$ cat src/rtl/poly_pkg.sv
// Shared encodings for the polynomial evaluator/inverse: FSM states, ALU operand selects and ops.
package poly_pkg;

    typedef enum logic [4:0] {
        S_LOAD_A,
        S_LOAD_A_WAIT,
        S_LOAD_B,
        S_LOAD_B_WAIT,
        S_LOAD_C,
        S_LOAD_C_WAIT,
        S_LOAD_Y,
        S_LOAD_Y_WAIT,
        S_INIT,
        S_MUL_BX,
        S_ADD_A,
        S_MUL_XX,
        S_MUL_CU,
        S_CMP,
        S_DONE
    } state_t;

    typedef enum logic [2:0] {R_A, R_B, R_C, R_X, R_Y, R_T, R_U} alu_sel_t;

    typedef enum logic {ALU_ADD, ALU_MUL} alu_op_t;

    function automatic logic is_search(input state_t s);
        return (s == S_MUL_BX) || (s == S_ADD_A) || (s == S_MUL_XX) ||
               (s == S_MUL_CU) || (s == S_CMP);
    endfunction

endpackage

$ cat src/rtl/poly_alu.sv
// Shared combinational ALU: selects two datapath registers and adds or multiplies them,
// keeping the low WIDTH bits.
module poly_alu
    import poly_pkg::*;
#(
    parameter int unsigned WIDTH = 8
) (
    input  logic [WIDTH-1:0] a,
    input  logic [WIDTH-1:0] b,
    input  logic [WIDTH-1:0] c,
    input  logic [WIDTH-1:0] x,
    input  logic [WIDTH-1:0] y,
    input  logic [WIDTH-1:0] t,
    input  logic [WIDTH-1:0] u,
    input  alu_sel_t         sel_l,
    input  alu_sel_t         sel_r,
    input  alu_op_t          op,
    output logic [WIDTH-1:0] result
);

    logic [WIDTH-1:0] opnd_l;
    logic [WIDTH-1:0] opnd_r;

    always_comb begin
        opnd_l = '0;
        unique case (sel_l)
            R_A:     opnd_l = a;
            R_B:     opnd_l = b;
            R_C:     opnd_l = c;
            R_X:     opnd_l = x;
            R_Y:     opnd_l = y;
            R_T:     opnd_l = t;
            R_U:     opnd_l = u;
            default: opnd_l = '0;
        endcase
    end

    always_comb begin
        opnd_r = '0;
        unique case (sel_r)
            R_A:     opnd_r = a;
            R_B:     opnd_r = b;
            R_C:     opnd_r = c;
            R_X:     opnd_r = x;
            R_Y:     opnd_r = y;
            R_T:     opnd_r = t;
            R_U:     opnd_r = u;
            default: opnd_r = '0;
        endcase
    end

    // Both results are evaluated at WIDTH bits, i.e. modulo 2^WIDTH.
    always_comb begin
        result = '0;
        if (op == ALU_MUL) begin
            result = opnd_l * opnd_r;
        end else begin
            result = opnd_l + opnd_r;
        end
    end

endmodule

$ cat src/rtl/poly_inverse.sv
// Finds the smallest x with A + B*x + C*x*x == Y (mod 2^WIDTH) by exhaustive search,
// five cycles per candidate through one shared ALU.
module poly_inverse
    import poly_pkg::*;
#(
    parameter int unsigned WIDTH = 8
) (
    input  logic             clk,
    input  logic             resetn,
    input  logic             go,
    input  logic [WIDTH-1:0] data_in,
    output logic [WIDTH-1:0] x_result,
    output logic             found,
    output logic             done,
    output logic             busy
);

    state_t           state_q, state_d;
    logic [WIDTH-1:0] a_q, b_q, c_q, y_q, x_q, t_q, u_q;
    logic [WIDTH-1:0] alu_res;
    alu_sel_t         sel_l, sel_r;
    alu_op_t          op;
    logic             match;

    poly_alu #(.WIDTH(WIDTH)) u_alu (
        .a      (a_q),
        .b      (b_q),
        .c      (c_q),
        .x      (x_q),
        .y      (y_q),
        .t      (t_q),
        .u      (u_q),
        .sel_l  (sel_l),
        .sel_r  (sel_r),
        .op     (op),
        .result (alu_res)
    );

    always_comb begin
        state_d = state_q;
        sel_l   = R_B;
        sel_r   = R_X;
        op      = ALU_MUL;
        match   = 1'b0;
        unique case (state_q)
            S_LOAD_A:      if (go)  state_d = S_LOAD_A_WAIT;
            S_LOAD_A_WAIT: if (!go) state_d = S_LOAD_B;
            S_LOAD_B:      if (go)  state_d = S_LOAD_B_WAIT;
            S_LOAD_B_WAIT: if (!go) state_d = S_LOAD_C;
            S_LOAD_C:      if (go)  state_d = S_LOAD_C_WAIT;
            S_LOAD_C_WAIT: if (!go) state_d = S_LOAD_Y;
            S_LOAD_Y:      if (go)  state_d = S_LOAD_Y_WAIT;
            S_LOAD_Y_WAIT: if (!go) state_d = S_INIT;
            S_INIT:        state_d = S_MUL_BX;
            S_MUL_BX: begin
                sel_l = R_B; sel_r = R_X; op = ALU_MUL;
                state_d = S_ADD_A;
            end
            S_ADD_A: begin
                sel_l = R_T; sel_r = R_A; op = ALU_ADD;
                state_d = S_MUL_XX;
            end
            S_MUL_XX: begin
                sel_l = R_X; sel_r = R_X; op = ALU_MUL;
                state_d = S_MUL_CU;
            end
            S_MUL_CU: begin
                sel_l = R_C; sel_r = R_U; op = ALU_MUL;
                state_d = S_CMP;
            end
            S_CMP: begin
                sel_l = R_T; sel_r = R_U; op = ALU_ADD;
                match = (alu_res == y_q);
                state_d = (match || (x_q == '1)) ? S_DONE : S_MUL_BX;
            end
            S_DONE:  state_d = S_LOAD_A;
            default: state_d = S_LOAD_A;
        endcase
    end

    always_ff @(posedge clk or negedge resetn) begin
        if (!resetn) begin
            state_q  <= S_LOAD_A;
            a_q      <= '0;
            b_q      <= '0;
            c_q      <= '0;
            y_q      <= '0;
            x_q      <= '0;
            t_q      <= '0;
            u_q      <= '0;
            x_result <= '0;
            found    <= 1'b0;
            done     <= 1'b0;
            busy     <= 1'b0;
        end else begin
            state_q <= state_d;
            busy    <= is_search(state_d);
            unique case (state_q)
                S_LOAD_A:           a_q <= data_in;
                S_LOAD_B:           b_q <= data_in;
                S_LOAD_C:           c_q <= data_in;
                S_LOAD_Y:           y_q <= data_in;
                S_INIT:             x_q <= '0;
                S_MUL_BX, S_ADD_A:  t_q <= alu_res;
                S_MUL_XX, S_MUL_CU: u_q <= alu_res;
                S_CMP: begin
                    // Terminal check comes before the increment, so x never wraps.
                    if (match) begin
                        x_result <= x_q;
                        found    <= 1'b1;
                        done     <= 1'b1;
                    end else if (x_q == '1) begin
                        x_result <= '0;
                        found    <= 1'b0;
                        done     <= 1'b1;
                    end else begin
                        x_q <= x_q + WIDTH'(1);
                    end
                end
                S_DONE:  done <= 1'b0;
                default: ;
            endcase
        end
    end

endmodule
$ cat config.mk
export PLATFORM = sky130hd
export DESIGN_NAME = poly_inverse
export DESIGN_NICKNAME = d
export VERILOG_FILES = /design/src/rtl/poly_pkg.sv /design/src/rtl/poly_alu.sv /design/src/rtl/poly_inverse.sv
export SDC_FILE = /design/constraint.sdc
export NUM_CORES = 1
export LEC_CHECK = 0
export ABC_AREA = 1
export CAP_MARGIN = 30
export CORE_UTILIZATION = 41
export DETAILED_ROUTE_END_ITERATION = 10
export DONT_BUFFER_PORTS = 1
export GPL_ROUTABILITY_DRIVEN = 0
export PLACE_DENSITY = 0.57
export SYNTH_ARGS = -nofsm -noshare
export SYNTH_HDL_FRONTEND = slang
export SYNTH_SLANG_ARGS = --single-unit
$ cat constraint.sdc
create_clock -name clk -period 11.5 [get_ports clk]
set_input_delay 1.725 -clock clk [delete_from_list [all_inputs] [get_ports clk]]
set_output_delay 1.725 -clock clk [all_outputs]
set_load 0.01 [all_outputs]
Yosys cells after proc, flatten, opt, wreduce, memory -nomap -nowiden
Index checks and enable logic that the tools add are counted.
{"block": "totals", "register_bits": 72, "inputBits": 11, "wordCells": 95}
{"block": "op_classes", "n_addsub": 2, "mul": 1, "eq_ne": 36, "n_mux": 26, "reduce_logical": 18}
{"operator": "$pmux 8 s7", "count": 2}
{"operator": "$pmux 5 s14", "count": 1}
{"operator": "$eq 5x4->1 const B", "count": 12}
{"operator": "$mux 5", "count": 8}
{"operator": "$mux 8", "count": 5}
{"operator": "$eq 5x3->1 const B", "count": 4}
{"operator": "$eq 3x3->1 const B", "count": 6}
{"operator": "$pmux 8 s2", "count": 1}
{"operator": "$eq 3x2->1 const B", "count": 4}
{"operator": "$eq 5x2->1 const B", "count": 2}
{"operator": "$pmux 3 s3", "count": 1}
{"operator": "$add 8x1->8 const B", "count": 1}
{"operator": "$add 8x8->8", "count": 1}
{"operator": "$eq 8x8->1", "count": 1}
{"operator": "$eq 8x8->1 const B", "count": 1}
{"operator": "$mul 8x8->8", "count": 1}
{"operator": "$reduce_or 2->1", "count": 4}
{"operator": "$eq 3x1->1 const B", "count": 2}
{"operator": "$logic_not 3->1", "count": 2}
{"operator": "$pmux 3 s2", "count": 1}
{"operator": "$reduce_bool 2->1", "count": 3}
{"operator": "$eq 5x1->1 const B", "count": 1}
{"operator": "$logic_not 5->1", "count": 1}
{"operator": "$logic_or 1x1->1", "count": 5}
{"operator": "7 further kinds", "count": 13}

Depth between registers and ports, before layout
{"block": "logic_depth", "word_depth": 16, "ltp_mapped": 42, "mapped_depth_nobuf": 40}

By module
Synthesis repeated with hierarchy kept, for this count alone.
{"block": "hier_totals", "hier_cells": 807, "hier_area_um2": 5768.0}
{"module": "poly_inverse", "n_inst": 1, "cells_each": 338, "area_per_inst_um2": 3273.1, "seq_area_each_um2": 1801.7}
{"module": "poly_alu", "n_inst": 1, "cells_each": 469, "area_per_inst_um2": 2494.9, "seq_area_each_um2": 0.0}

Least setup slack after synthesis
Ideal clock, no wire load.
{"block": "synth_path", "kind": "reg-to-reg", "start": "register state_q[1]", "end": "register x_q[7]", "setup_ps": 119, "t_arrival_ps": 5181, "required_ps": 11381, "slack_ps": 6200, "path_stages_with_launch": 38, "synth_period_minus_slack_ps": 5300, "path_cell_list": "dfrtp_1 buf_4 nor2_2 nand2_2 buf_6 nand2_2 inv_2 nand2_1 nand3_1 ha_1 fa_1 fa_1 ha_1 inv_1 fa_1 inv_1 ha_1 nand2_1 [... 2 more ...] inv_1 nand2_1 nand2_1 inv_1 nand2_1 nand2_1 inv_1 nand2_1 nand2_1 nand2_1 nand2_1 nand2_1 nand3_1 nand4_4 nand2_4 buf_8 nand2_2 o21ai_2"}
{"block": "synth_between", "elab_chain_cells": 11, "elab_cells_between_ends": 35, "cone_classes": "add/sub: 1; mul: 1; eq/ne: 20; mux: 7; reduce/logical: 6"}
{"item": "start, declared", "line_no": "poly_inverse.sv:18", "source": "state_t state_q, state_d;"}
{"item": "start signal, assigned", "line_no": "poly_inverse.sv:96", "source": "state_q <= state_d;"}
{"item": "$eq 5x4->1, on equally long branches", "line_no": "poly_inverse.sv:45, poly_inverse.sv:98"}
{"item": "$reduce_or 2->1 (no line)"}
{"item": "$pmux 3 s3 or $pmux 3 s2 (tied branches)", "line_no": "poly_inverse.sv:45", "source": "unique case (state_q)"}
{"item": "$eq 3x3->1, or another cell as far along", "line_no": "poly_alu.sv:26", "source": "unique case (sel_l)"}
{"item": "$pmux 8 s7, on equally long branches", "line_no": "poly_alu.sv:26, poly_alu.sv:40"}
{"item": "$mul 8x8->8 or $add 8x8->8 (tied branches)", "line_no": "poly_alu.sv:56, poly_alu.sv:58"}
{"item": "$mux 8", "line_no": "poly_alu.sv:55", "source": "if (op == ALU_MUL) begin"}
{"item": "$eq 8x8->1", "line_no": "poly_inverse.sv:73", "source": "match = (alu_res == y_q);"}
{"item": "$mux 1", "line_no": "poly_inverse.sv:45"}
{"item": "$ne 2x2->1 (no line)"}
{"item": "$reduce_and 3->1 (no line)"}
{"item": "end signal, assigned", "line_no": "poly_inverse.sv:117", "source": "x_q <= x_q + WIDTH'(1);"}
{"item": "end, declared", "line_no": "poly_inverse.sv:19", "source": "logic [WIDTH-1:0] a_q, b_q, c_q, y_q, x_q, t_q, u_q;"}
Several ways; a longest one is shown, not always the timed one.
A chain may end at the register's enable or synchronous reset.

Final worst setup path
{"block": "layout_path", "start": "register state_q[0]", "end": "register busy"}
{"block": "layout_between", "elab_chain_cells": 16, "elab_cells_between_ends": 58, "cone_classes": "add/sub: 1; mul: 1; eq/ne: 31; mux: 15; reduce/logical: 10"}
{"item": "$eq 5x4->1", "line_no": "poly_inverse.sv:45"}
{"item": "$reduce_or 2->1 (no line)"}
{"item": "$pmux 3 s3 or $pmux 3 s2 (tied branches)", "line_no": "poly_inverse.sv:45"}
{"item": "$eq 3x3->1, or another cell as far along", "line_no": "poly_alu.sv:26"}
{"item": "$pmux 8 s7, on equally long branches", "line_no": "poly_alu.sv:26, poly_alu.sv:40"}
{"item": "$mul 8x8->8 or $add 8x8->8 (tied branches)", "line_no": "poly_alu.sv:56, poly_alu.sv:58"}
{"item": "$mux 8", "line_no": "poly_alu.sv:55"}
{"item": "$eq 8x8->1", "line_no": "poly_inverse.sv:73"}
{"item": "$logic_or 1x1->1", "line_no": "poly_inverse.sv:74", "source": "state_d = (match || (x_q == '1)) ? S_DONE : S_MUL_BX;"}
{"item": "$mux 3", "line_no": "poly_inverse.sv:74"}
{"item": "$pmux 5 s14 *", "line_no": "poly_inverse.sv:45"}
{"item": "$eq 5x4->1", "line_no": "poly_pkg.sv:27", "source": "return (s == S_MUL_BX) || (s == S_ADD_A) || (s == S_MUL_XX) ||"}
{"item": "$logic_or 1x1->1 (3 in a row)", "line_no": "poly_pkg.sv:27"}
{"item": "$logic_or 1x1->1 *", "line_no": "poly_pkg.sv:28", "source": "(s == S_MUL_CU) || (s == S_CMP);"}
{"item": "end signal, assigned", "line_no": "poly_inverse.sv:97", "source": "busy <= is_search(state_d);"}
{"item": "end, declared", "line_no": "poly_inverse.sv:15", "source": "output logic busy"}
Mark *: on every way between the ends. The rest lies on a longest branch, timed or not.

==> flow_summary.ini <==
[setup_path]
worstReg2RegStart = state_q[0]$_DFF_PN0_
reg2reg_depth = 37
required_ps = 11770
worstPathArrival_ps = 6480
worst_r2r_endpoint = busy$_DFF_PN0_
cp_max_fo = 21
worst_setup_path_end_kind = flip-flop
r2r_slack_ps = 5290
path_class = reg2reg
crit_slowest_cell = fa_1
start_kind = flip-flop
max_stage_delay_ps = 530
cpMostUsedCell = nand2_1

[clock_tree]
htree_levels = 3
clkTransAtPathRegs_ps = 60
post_cts_buffers = 0
cts.repair.resized = 0
cts_buffers = 9
cts_buffer_depth = 2
ctsHoldBuffers = 0
clkSinkCount = 72
clockRootBuffer = clkbuf_16
tritoncts = done
insertion_delay_ps = 340

[logic_synthesis]
synth_ff_type = dfrtp_1
ys_seq_elements = 72
synth.yosys.seq_area_share_pct = 35.2
synth_area_um2 = 5110
syn_inst = 671
yosysWarnings = 0
syn_nets = 719
avgSynthCellArea_um2 = 7.62
synth-edff-count = 0
synthArstFlopShare_pct = 100
synthDistinctLibCells = 44

[hold_path]
hold_class = reg2reg
hold_depth = 2
hold_start = c_q[4]$_DFFE_PN0P_
hold_end = c_q[4]$_DFFE_PN0P_

[grt]
track_usage_pct = 22.0
grt_pass1_wl_mm = 21.8
grt_pass1_vias = 4112
grt-ovfl-total = 0
grt_max_degree = 73
antenna_found_initial = 0

[drt]
vias_per_cell = 5.13
drtIter0Drc = 279
vias = 4305
ant_nets = 0
routed_wl_mm = 12.9
drc = 0
wire_per_inst_um = 15.4
drtPass1Iterations = 5

[die]
die_y_um = 114
ioPinCount = 22
chipWidth_um = 114
initial_core_util_pct = 42.4
fp.dieArea_um2 = 12900
core.rowCount = 40
core_um2 = 12100

[flow_run]
maxCapViolations = 0

[sta]
tightest_slew_ps = 622
rsz0062_at_grt = false
fmax_ghz = 0.161
hold_violations = 0
finalSetupViolations = 0
maxSlewViolCount = 0
fin_crit_ps = 6210
max_slew_margin_pct = 57.5
timing.final.ws_setup_ps = 5290
period_share_pct = 54.0
skew_ps = 7.13
fin_tns_setup_ps = 0

[final_layout]
final_cell_mix = 190 x nand2_1, 100 x inv_1, 72 x dfrtp_1
multi_input_area_um2 = 2800
diodes = 0
syn2layout_area_growth_pct = 7.51
final_common_cell = nand2_1
regArea_um2 = 1800
nets = 714
instances_no_fill = 839
drive_gt1_share_pct = 11.0
fill_cells = 1227

[placement]
port_buffers = 0
dp.cells = 823
dpl.hpwl_mm = 10.3
post-place-ws_ps = 5300

[pwr]
power.density_nw_per_um2 = 132
peakVddDrop_uv = 130
power.static_leakage_nw = 2.82
total_power_mw = 0.725

[run_status]
status = finished, final reports clean
-- routing by layer --
layer | vias to the layer above | routed length (um) | global-route usage [%]
met2 | 117 | 5830 | 35.1
li1 | 2120 | - | -
met4 | 0 | 140 | 5.26
met1 | 2059 | 6320 | 30.9
met5 | - | 0 | 0
met3 | 9 | 657 | 4.25
-- power by group --
group / leakage, nW / switching, mW / total (mW) / internal, mW
sequential: 0.899 / 0.0275 / 0.319 / 0.291
clock: 0.139 / 0.110 / 0.269 / 0.159
combinational: 1.78 / 0.0904 / 0.137 / 0.0468
total: 2.82 / 0.228 / 0.725 / 0.497
-- area by class of cell --
class                           instances  area share [%]
Clock buffer                           11            4.60
Clock inverter                          5           0.683
Inverter                              107            7.30
Multi-Input combinational cell        476            50.8
Sequential cell                        72            32.8
Tap cell                              168            3.82
-- worst max-delay path by stage --
stage                         startpoint            endpoint  slack [ps]  depth (start not counted)
finish              state_q[0]$_DFF_PN0_      busy$_DFF_PN0_        5290                         37
global route        state_q[0]$_DFF_PN0_      busy$_DFF_PN0_        4730                         37
CTS                 state_q[0]$_DFF_PN0_      busy$_DFF_PN0_        5280                         37
detailed placement  state_q[0]$_DFF_PN0_      busy$_DFF_PN0_        5300                         37
global placement    state_q[0]$_DFF_PN0_      busy$_DFF_PN0_        5350                         37
floorplan           state_q[1]$_DFF_PN0_  x_q[7]$_DFFE_PN0P_        6200                         37
-- worst max-delay path: cells and delay by family, from the launching register on --
kind	cells	cell delay, ps
and+or+nand+nor	20	2430
adders and majority gates	5	1990
AOI/OAI and AO/OA	3	510
buffers and inverters	8	510
DFF	1	450
xor gates and xnor gates	1	220
-- logic make-up after synthesis --
family	count (synthesis)	synth area share, %
flip-flops	72	35.2
other	1	0.0733
adder cells (fa/ha/maj)	37	11.0
AO/OA/AOI/OAI	104	11.7
AND/OR/NAND/NOR	318	29.1
XOR/XNOR	15	2.57
buffers and inverters	123	10.1
multiplexers	1	0.269
-- metrics by stage --
stage               utilization [%]  hold slack [ps]  instance area [um2]
finish                         45.6              490                 5500
CTS                            45.6              490                 5500
global placement               43.2              470                 5210
floorplan                         -              453                 5110
global route                   45.6              523                 5500
detailed placement             43.2              475                 5210
-- sequential cells by signal, indices dropped and copies added (netlist names), 5 cells and up --
register / cells
a_q: 8
state_q: 5
u_q: 8
t_q: 8
y_q: 8
c_q: 8
b_q: 8
x_q: 8
x_result: 8
-- synth_stat cells (3+ instances only) --
cell / instances / area (um2)
nand2_1: 190 / 713
inv_1: 100 / 375
dfrtp_1: 72 / 1800
o21ai_0: 61 / 305
nor2_1: 44 / 165
nand3_1: 34 / 170
ha_1: 24 / 300
a21oi_1: 16 / 80.1
fa_1: 13 / 260
o21ai_2: 12 / 105
nand2_2: 10 / 62.6
nand3_2: 10 / 100
xor2_1: 9 / 78.8
clkbuf_1: 8 / 30.0
nand4_1: 8 / 50.1
inv_2: 6 / 22.5
xnor2_1: 6 / 52.6
buf_6: 5 / 56.3
o21ai_1: 5 / 25.0
nand3_4: 3 / 52.6
nor2_2: 3 / 18.8
or2_2: 3 / 18.8
Note: power is estimated with default switching activity, not from simulation.
